<file path="src/rtl/shop_pkg.sv">
// Shared types and defaults for the shop controller's doorway sensing front end.
// Used by pir_direction_detector (optional stats counters: PIR_DIR_STATS_EN).
package shop_pkg;

  typedef enum logic [2:0] {
    ST_IDLE       = 3'd0,
    ST_O1         = 3'd1,
    ST_O2         = 3'd2,
    ST_O3         = 3'd3,
    ST_I1         = 3'd4,
    ST_I2         = 3'd5,
    ST_I3         = 3'd6,
    ST_WAIT_CLEAR = 3'd7
  } pirState_t;

  localparam int PIR_DEBOUNCE_DEFAULT = 4;
  localparam int PIR_TIMEOUT_DEFAULT  = 1000;
  localparam int PIR_CNT_W            = 16;

  // Increment that sticks at all-ones instead of wrapping.
  function automatic logic [PIR_CNT_W-1:0] satInc(input logic [PIR_CNT_W-1:0] v);
    return (&v) ? v : v + 1'b1;
  endfunction

endpackage

</file>
<file path="src/rtl/beam_debouncer.sv">
// Two-flop synchroniser followed by a consecutive-sample debouncer for one
// raw beam input.
module beam_debouncer
  import shop_pkg::*;
#(
  parameter int DEBOUNCE_CYCLES = PIR_DEBOUNCE_DEFAULT
) (
  input  logic clk,
  input  logic rst,
  input  logic raw,
  output logic level
);

  logic       syncA;
  logic       syncB;
  logic [7:0] mismatchCnt;

  always_ff @(posedge clk) begin
    if (rst) begin
      syncA       <= 1'b0;
      syncB       <= 1'b0;
      mismatchCnt <= '0;
      level       <= 1'b0;
    end else begin
      syncA <= raw;
      syncB <= syncA;
      // Any agreeing sample restarts the run of disagreeing samples.
      if (syncB == level) begin
        mismatchCnt <= '0;
      end else if (mismatchCnt == 8'(DEBOUNCE_CYCLES - 1)) begin
        level       <= syncB;
        mismatchCnt <= '0;
      end else begin
        mismatchCnt <= mismatchCnt + 8'd1;
      end
    end
  end

endmodule

</file>
<file path="src/rtl/pir_direction_detector.sv">
// Doorway direction detector: debounced outer/inner beams drive a crossing FSM
// that emits entry, exit and abort pulses. Define PIR_DIR_STATS_EN for counters.
module pir_direction_detector
  import shop_pkg::*;
#(
  parameter int DEBOUNCE_CYCLES = PIR_DEBOUNCE_DEFAULT,
  parameter int TIMEOUT_CYCLES  = PIR_TIMEOUT_DEFAULT
) (
  input  logic                 clk,
  input  logic                 rst,
  input  logic                 beamOuter,
  input  logic                 beamInner,
  output logic                 enterPulse,
  output logic                 exitPulse,
  output logic                 abortPulse,
  output logic                 busy,
  output logic [PIR_CNT_W-1:0] entryCount,
  output logic [PIR_CNT_W-1:0] exitCount
);

  logic      o;
  logic      i;
  pirState_t stateReg;
  pirState_t stateNext;
  logic [15:0] timerReg;
  logic      enterNext;
  logic      exitNext;
  logic      abortNext;
  logic      timedOut;

  beam_debouncer #(.DEBOUNCE_CYCLES(DEBOUNCE_CYCLES)) outerDeb (
    .clk(clk), .rst(rst), .raw(beamOuter), .level(o)
  );

  beam_debouncer #(.DEBOUNCE_CYCLES(DEBOUNCE_CYCLES)) innerDeb (
    .clk(clk), .rst(rst), .raw(beamInner), .level(i)
  );

  assign timedOut = (timerReg == 16'(TIMEOUT_CYCLES - 1));

  always_comb begin
    stateNext = stateReg;
    enterNext = 1'b0;
    exitNext  = 1'b0;
    abortNext = 1'b0;
    case (stateReg)
      ST_IDLE: begin
        if (o && i) begin
          stateNext = ST_WAIT_CLEAR;
          abortNext = 1'b1;
        end else if (o) begin
          stateNext = ST_O1;
        end else if (i) begin
          stateNext = ST_I1;
        end
      end
      ST_O1: begin
        if (i) stateNext = ST_O2;
        else if (!o) begin
          stateNext = ST_IDLE;
          abortNext = 1'b1;
        end
      end
      ST_O2: begin
        if (!o && i) stateNext = ST_O3;
        else if (o && !i) stateNext = ST_O1;
        else if (!o && !i) begin
          stateNext = ST_IDLE;
          abortNext = 1'b1;
        end
      end
      ST_O3: begin
        if (!o && !i) begin
          stateNext = ST_IDLE;
          enterNext = 1'b1;
        end else if (o) begin
          stateNext = ST_O2;
        end
      end
      ST_I1: begin
        if (o) stateNext = ST_I2;
        else if (!i) begin
          stateNext = ST_IDLE;
          abortNext = 1'b1;
        end
      end
      ST_I2: begin
        if (!i && o) stateNext = ST_I3;
        else if (i && !o) stateNext = ST_I1;
        else if (!i && !o) begin
          stateNext = ST_IDLE;
          abortNext = 1'b1;
        end
      end
      ST_I3: begin
        if (!i && !o) begin
          stateNext = ST_IDLE;
          exitNext  = 1'b1;
        end else if (i) begin
          stateNext = ST_I2;
        end
      end
      ST_WAIT_CLEAR: begin
        if (!o && !i) stateNext = ST_IDLE;
      end
      default: stateNext = ST_IDLE;
    endcase
    // A stall only aborts when no real transition happened this cycle.
    if (stateNext == stateReg && stateReg != ST_IDLE &&
        stateReg != ST_WAIT_CLEAR && timedOut) begin
      stateNext = ST_WAIT_CLEAR;
      abortNext = 1'b1;
    end
  end

  always_ff @(posedge clk) begin
    if (rst) begin
      stateReg   <= ST_IDLE;
      timerReg   <= '0;
      enterPulse <= 1'b0;
      exitPulse  <= 1'b0;
      abortPulse <= 1'b0;
      busy       <= 1'b0;
    end else begin
      stateReg   <= stateNext;
      enterPulse <= enterNext;
      exitPulse  <= exitNext;
      abortPulse <= abortNext;
      busy       <= (stateNext != ST_IDLE);
      if (stateNext != stateReg || stateNext == ST_IDLE || stateNext == ST_WAIT_CLEAR)
        timerReg <= '0;
      else
        timerReg <= timerReg + 16'd1;
    end
  end

`ifdef PIR_DIR_STATS_EN
  logic [PIR_CNT_W-1:0] entryCountReg;
  logic [PIR_CNT_W-1:0] exitCountReg;

  // Counters update on the same edge that raises the matching pulse.
  always_ff @(posedge clk) begin
    if (rst) begin
      entryCountReg <= '0;
      exitCountReg  <= '0;
    end else begin
      if (enterNext) entryCountReg <= satInc(entryCountReg);
      if (exitNext)  exitCountReg  <= satInc(exitCountReg);
    end
  end

  assign entryCount = entryCountReg;
  assign exitCount  = exitCountReg;
`else
  assign entryCount = '0;
  assign exitCount  = '0;
`endif

endmodule

</file>
<file path="config.mk">
export PLATFORM = sky130hd
export DESIGN_NAME = pir_direction_detector
export DESIGN_NICKNAME = d
export VERILOG_FILES = /design/src/rtl/shop_pkg.sv /design/src/rtl/beam_debouncer.sv /design/src/rtl/pir_direction_detector.sv
export SDC_FILE = /design/constraint.sdc
export NUM_CORES = 1
export LEC_CHECK = 0
export BUFFER_PORTS_ARGS = -buffer_cell sky130_fd_sc_hd__buf_2
export CAP_MARGIN = 10
export CORE_MARGIN = 5
export CORE_UTILIZATION = 51
export CTS_CLUSTER_SIZE = 14
export DETAILED_ROUTE_END_ITERATION = 8
export GPL_ROUTABILITY_DRIVEN = 0
export PLACE_DENSITY = 0.85
export SLEW_MARGIN = 20
export SYNTH_ARGS = -nofsm -noshare
export SYNTH_HDL_FRONTEND = slang
export SYNTH_HIERARCHICAL = 1
export SYNTH_SLANG_ARGS = --single-unit
export TNS_END_PERCENT = 1
</file>
<file path="constraint.sdc">
create_clock -name clk -period 1.82 [get_ports clk]
set_input_delay 0.546 -clock clk [delete_from_list [all_inputs] [get_ports clk]]
set_output_delay 0.546 -clock clk [all_outputs]
set_load 0.005 [all_outputs]
</file>
==> results.md, run 1 <==
- Drt first pass iters: 4
- Area grow syn2layout: 9.15%
- Slew Limit Fails: 0
- Nets: 323
- Share of layout cells above drive strength 1: 19.6%
- Final hold violations: 0
- Top-area cell type share of the netlist area: 36.6%
- CP startpoint kind: flip-flop
- Critical Path Max Stage Delay: roughly 0.54 ns
- Worst Setup SP: stateReg[1]$_SDFF_PP0_
- DIE AREA: between 6000 and 7000 sq um
- Initial Util: 52.5%
- Sequential fraction of the synthesis area: 36.6%
- Synth warnings: 6
- Asr flop ratio synth: 0%
- Post-Route WL: ~4500 microns
- Mapped cell area: roughly 2500 sq um
- Post-Layout Cell Count: 370
- CTS root buf: clkbuf_8
- DRC violations left: 0
- Largest net degree at the start of global routing: 17
- Mean post-synth cell area: ~8.6 sq um
- Global-route wire length before repair: 7670 microns
- Crit path time final: about 1.7 ns
- Peak supply drop: around 0.00036 V
- Hold slack: 0.437 ns
- Critical path data arrival time: 1.93 ns
- Via density per instance: 5.25
- Number of synthesized flops with an enable pin: 0
- HPWL after detailed placement: 3390 microns
- Setup crit end kind: flip-flop
- Overall routing resource usage: between 15 and 20%
- Hold_sp: outerDeb/syncA$_SDFF_PP0_
- Multi-input gate area: 1370 sq um
- Cell area after placement: ~2600 sq um
- Static Leak: 1.04 nW
- Total power draw: around 1.6 mW
- Number of max-cap violations: 0
- CP Data Required Time: around 2.1 ns
- Top FF cell, synth: dfxtp_1
- Crit path capture: timerReg[3]$_SDFF_PP0_
- Critical path class: reg -> reg
- Critical-path cell list: nor2b_1 -> mux2_2 -> nand2_1 -> a21oi_2 -> o21ai_4 -> buf_12 -> nor2_2
- Grt total ovfl: 0
- Fin Clk Skew: 0.00471 ns
- Worst r2r src: stateReg[1]$_SDFF_PP0_
- Status: finished, final reports clean
- Initial antenna violation count: 0
- Count of hold-fix buffers inserted at cts: 0
- Post-CTS setup buffers: 0
- Reg2reg setup slack: 0.13 ns
- Final period util: 93.0%
- FF/Latch Area: 902 sq um
- Core Area: about 4700 sq um
- Dpl cells: about 360
- Skew-Pair Late Insertion Delay: 0.29 ns
- Fillers: 411
- # setup viols final: 0
- Top post-synthesis cells by area: dfxtp_1 37%, buf_4 9.8%, xor2_1 6.0%, a21oi_1 3.7%, nor2_1 3.4%
- Top-count cell post-synth: dfxtp_1
- CTS max path bufs: 2
- Crit Path Max Fanout: 16
- Die Wd: 79.5 microns
- Setup TNS: 0 ns
- Clock slew at reported path FFs: 0.08 ns
- Die H: 79.5 microns
- Vias in the first global route: 1863
- Post-CTS sizing: 0
- Clock sinks: 45
- Max stage delay cell, worst path: dfxtp_1
- Setup ws final: around 0.13 ns
- Worst R2R Path Depth: 7
- Diode count: 0
- Mapped Cells: 287
- CTS buffer count: 5
- P per Cell Area: 612 nW/um^2
- Hold/Removal Path Class: reg -> reg
- Post-synthesis cell type count: 51
- Yosys top cell by area: dfxtp_1
- H-tree Lvls: 2
- DP Worst Slack: 0.0547 ns
- Synth Register Bits: 45
- Iteration-0 DRC Markers: between 90 and 100
- Io pins: 40
- FMAX: 591 MHz
- Number of core rows: 25
- Most frequent cells after synthesis: 45 x dfxtp_1, 32 x buf_4, 22 x nor2_1, 18 x a21oi_1, 17 x xor2_1
- CTS tree: built
- Final instance area: about 2700 sq um
- Detail Route Antenna Nets: 0
- Worst r2r dst: timerReg[3]$_SDFF_PP0_
- Core Util, Final: between 50 and 60%
- Detailed-route via count: 1944
- Wirelength per Cell: roughly 12 microns
- IO Port Bufs: 7
==> logic make-up after synthesis <==
logic type	count (synthesis)	synth area share, %
buf+inv	51	13.2
compound gates	49	13.5
xor+xnor	23	8.18
fa+ha+maj	3	1.53
simple gates	112	25.6
flops	45	36.6
mux	3	1.27
other cells	1	0.152
==> final cells by class <==
cell class	instances	area share (%)
Clock buffer	7	3.21
Multi-Input combinational cell	222	50.8
Inverter	12	1.68
Tap cell	54	2.52
Timing Repair Buffer	30	8.20
Sequential cell	45	33.6
==> routing by layer <==
metal  up-vias  share of wire (%)  track usage (%)
met5         -                  0                0
met4         0                2.0             7.04
met3        13                5.2             4.29
met2        51                 49             26.1
met1       900                 43             16.8
li1        980                  -                -
==> placed cells by master (no fill, tap or decap), types with 3 or more instances in the layout <==
cell	instances
o211ai_1	4
nor2b_1	7
nand2_1	15
nor2_1	22
inv_1	12
nor2_2	10
o22ai_1	4
a21oi_1	18
or2_2	3
xnor2_1	6
xor2_1	17
conb_1	32
buf_2	7
nand4_1	4
ha_1	3
o21ai_0	11
dfxtp_1	44
or3_1	9
and4_1	4
nand3_1	15
and3_1	4
buf_4	22
clkbuf_8	6
==> worst max-delay path, delay by kind of cell, from the launching register on <==
family | cells | cell delay, ns
AOI/OAI and AO/OA | 2 | 0.25
muxes | 1 | 0.20
DFF | 1 | 0.54
buffers and inverters | 1 | 0.16
and+or+nand+nor | 3 | 0.48
==> power by group <==
group          switching [mW]  total, mW  internal [mW]  leakage, nW
clock network           0.309      0.611          0.301       0.0443
registers             0.00313      0.992          0.989        0.364
logic                  0.0307     0.0406        0.00983        0.630
==> flip-flops by register name (all words and copies together), names as in the netlist <==
register / flops
outerDeb/mismatchCnt: 8
abortPulse: 1
enterPulse: 1
busy: 1
innerDeb/mismatchCnt: 8
innerDeb/syncA: 1
timerReg: 16
innerDeb/syncB: 1
outerDeb/syncB: 1
outerDeb/syncA: 1
exitPulse: 1
outerDeb/level: 1
stateReg: 3
innerDeb/level: 1
==> how the worst min path moves through the flow <==
stage | cells past startpoint | to
global route | 1 | outerDeb/syncB$_SDFF_PP0_
global placement | 1 | innerDeb/syncB$_SDFF_PP0_
CTS | 1 | outerDeb/syncB$_SDFF_PP0_
detailed placement | 1 | outerDeb/syncB$_SDFF_PP0_
floorplan | 1 | innerDeb/syncB$_SDFF_PP0_
finish | 1 | outerDeb/syncB$_SDFF_PP0_
Note: power is estimated with default switching activity, not from simulation.
==> run 2: changes to the inputs <==
- PLACE_DENSITY: 0.85 -> 0.82
==> run 2 against run 1 <==
Against the previous run:
- critical path depth is the same
- global-route usage shrank 0.063 points
- design area grew 0.14%
- non-clock buffer count shrank 3
- final cell count shrank 0.54%
- total power shrank 1.6%
- flip-flop and latch count is the same
- combinational power grew 1%
- die area is the same
- via count shrank 0.26%
- count of clock-buffer cells in the layout shrank 1
- maximum frequency shrank 1.4%
- critical path type unchanged
- largest cell class unchanged
==> results.md, run 2 (same netlist as run 1, synthesis figures left out) <==
- Status: finished, final reports clean (unchanged)
- FMAX: 582 MHz (was 591 MHz)
- Critical path class: reg -> reg (unchanged)
- CP Data Required Time: 2.05 ns (was 2.06 ns)
- Die H: 79.5 microns (unchanged)
- Hold/Removal Path Class: reg -> reg (unchanged)
- Unrepaired setup endpoints after global routing: true
- DRC violations left: 0 (unchanged)
- P per Cell Area: 601 nW/um^2 (was 612 nW/um^2)
- Number of core rows: 25 (unchanged)
- Share of layout cells above drive strength 1: 22.0% (was 19.6%)
- CP startpoint kind: flip-flop (unchanged)
- Initial Util: 52.5% (unchanged)
- Clock slew at reported path FFs: 0.08 ns (about the same)
- Detailed-route via count: 1939 (was 1944)
- Reg2reg setup slack: 0.10 ns (was 0.13 ns)
- Biggest regs: timerReg (16), innerDeb/mismatchCnt (8), outerDeb/mismatchCnt (8) (unchanged)
- HPWL after detailed placement: 3280 microns (was 3390 microns)
- Critical Path Max Stage Delay: 0.37 ns (was 0.54 ns)
- Final period util: 94.3% (was 93.0%)
- Io pins: 40 (unchanged)
- Critical path data arrival time: 1.94 ns (was 1.93 ns)
- Static Leak: 1.02 nW (was 1.04 nW)
- Worst R2R Path Depth: 7 (unchanged)
- Vias in the first global route: 1819 (was 1863)
- Core Area: 4690 sq um (unchanged)
- Grt total ovfl: 0 (unchanged)
- Diode count: 0 (unchanged)
- Cell area after placement: 2560 sq um (was 2590 sq um)
- CTS tree: built (unchanged)
- Count of hold-fix buffers inserted at cts: 0 (unchanged)
- Skew-Pair Late Insertion Delay: 0.29 ns (about the same)
- Via density per instance: 5.27 (was 5.25)
- Iteration-0 DRC Markers: 140 (was 94)
- Setup TNS: 0 ns (unchanged)
- Fin Clk Skew: 0.00965 ns (was 0.00471 ns)
- Max FFs per register: 16 (unchanged)
- Critical-path cell list: ha_1 -> and3_2 -> and4_2 -> o21ai_4 -> o2111ai_1 -> a22oi_1 -> a21oi_1 (was nor2b_1 -> mux2_2 -> nand2_1 -> a21oi_2 -> o21ai_4 -> buf_12 -> nor2_2)
- Area grow syn2layout: 9.30% (was 9.15%)
- Post-CTS sizing: 0 (unchanged)
- Detail Route Antenna Nets: 0 (unchanged)
- Total power draw: 1.62 mW (was 1.64 mW)
- CP top delay family: compound AO/OA/AOI/OAI gates (was flip-flops)
- Nets: 320 (was 323)
- Most common cell after layout, fill and taps aside: dfxtp_1 (unchanged)
- CTS max path bufs: 2 (unchanged)
- Overall routing resource usage: 15.0% (about the same)
- CTS root buf: clkbuf_8 (unchanged)
- CTS buffer count: 5 (unchanged)
- Worst r2r src: timerReg[1]$_SDFF_PP0_ (was stateReg[1]$_SDFF_PP0_)
- Clock sinks: 45 (unchanged)
- Drt first pass iters: 4 (unchanged)
- Worst r2r dst: stateReg[0]$_SDFF_PP0_ (was timerReg[3]$_SDFF_PP0_)
- Global-route wire length before repair: 7600 microns (was 7670 microns)
- Crit path time final: 1.72 ns (was 1.69 ns)
- Slew Limit Fails: 0 (unchanged)
- Hold_sp: outerDeb/syncA$_SDFF_PP0_ (unchanged)
- Post-Route WL: 4540 microns (was 4450 microns)
- H-tree Lvls: 2 (unchanged)
- Initial antenna violation count: 0 (unchanged)
- Largest net degree at the start of global routing: 19 (was 17)
- Largest Register: timerReg (unchanged)
- Setup crit end kind: flip-flop (unchanged)
- Commonest non-fill, non-tap cells in the layout: 39 x dfxtp_1, 32 x conb_1, 22 x nor2_1 (was 44 x dfxtp_1, 32 x conb_1, 22 x nor2_1, 22 x buf_4, 18 x a21oi_1)
- Min-Delay Endpoint: outerDeb/syncB$_SDFF_PP0_ (unchanged)
- Peak supply drop: 0.000281 V (was 0.000356 V)
- Max stage delay cell, worst path: dfxtp_1 (unchanged)
- Hold Path Depth: 1 (unchanged)
- Number of max-cap violations: 0 (unchanged)
- Wirelength per Cell: 12.3 microns (was 12.0 microns)
- Die Wd: 79.5 microns (unchanged)
- Final hold violations: 0 (unchanged)
- Final instance area: 2690 sq um (about the same)
- DIE AREA: 6310 sq um (unchanged)
- Fillers: 407 (was 411)
- # setup viols final: 0 (unchanged)
- IO Port Bufs: 7 (unchanged)
- Crit Path Max Fanout: 6 (was 16)
- Crit path buf inv count: 0 (was 1)
- Post-CTS setup buffers: 0 (unchanged)
## run 2: per-stage QoR
stage	util (%)	instances	setup slack, ns	hold slack, ns
5_1_grt	57.3	368	-0.00848	0.465
4_1_cts	56.4	368	0.0526	0.441
2_1_floorplan	-	318	0.127	0.414
3_5_place_dp	54.6	360	0.0723	0.423
3_3_place_gp	54.6	360	0.154	0.416
6_report	57.3	368	0.103	0.437
## run 2: power by group
part           internal, mW  leakage (nW)  switching, mW
combinational        0.0105         0.613         0.0306
clock                 0.266        0.0450          0.318
sequential            0.989         0.366        0.00270
total                  1.27          1.02          0.351
## run 2: worst max-delay path by stage
stage,end,start,slack [ns],cells after the start
floorplan,timerReg[7]$_SDFF_PP0_,timerReg[0]$_SDFF_PP0_,0.13,7
global placement,timerReg[12]$_SDFF_PP0_,stateReg[0]$_SDFF_PP0_,0.15,8
detailed placement,stateReg[0]$_SDFF_PP0_,outerDeb/level$_SDFFE_PP0P_,0.07,6
CTS,stateReg[0]$_SDFF_PP0_,timerReg[9]$_SDFF_PP0_,0.05,6
global route,timerReg[2]$_SDFF_PP0_,stateReg[0]$_SDFF_PP0_,-0.008,8
finish,stateReg[0]$_SDFF_PP0_,timerReg[1]$_SDFF_PP0_,0.10,7
## run 2: metal layers
metal  vias up  track usage [%]  part of all wire (%)
met3         6             3.50                   6.1
li1        981                -                     -
met4         0             7.73                   1.4
met1       880             18.3                    46
met5         -                0                     0
met2        72             24.3                    46
## run 2: final cells by class
class	count	area [sq um]	share of cell area (%)
multi-input combinational	222	1390	51.6
sequential	45	908	33.8
timing repair buffer	27	198	7.35
clock buffer	6	72.6	2.70
tap	54	67.6	2.51
inverter	12	45.0	1.67
clock inverter	2	10.0	0.372
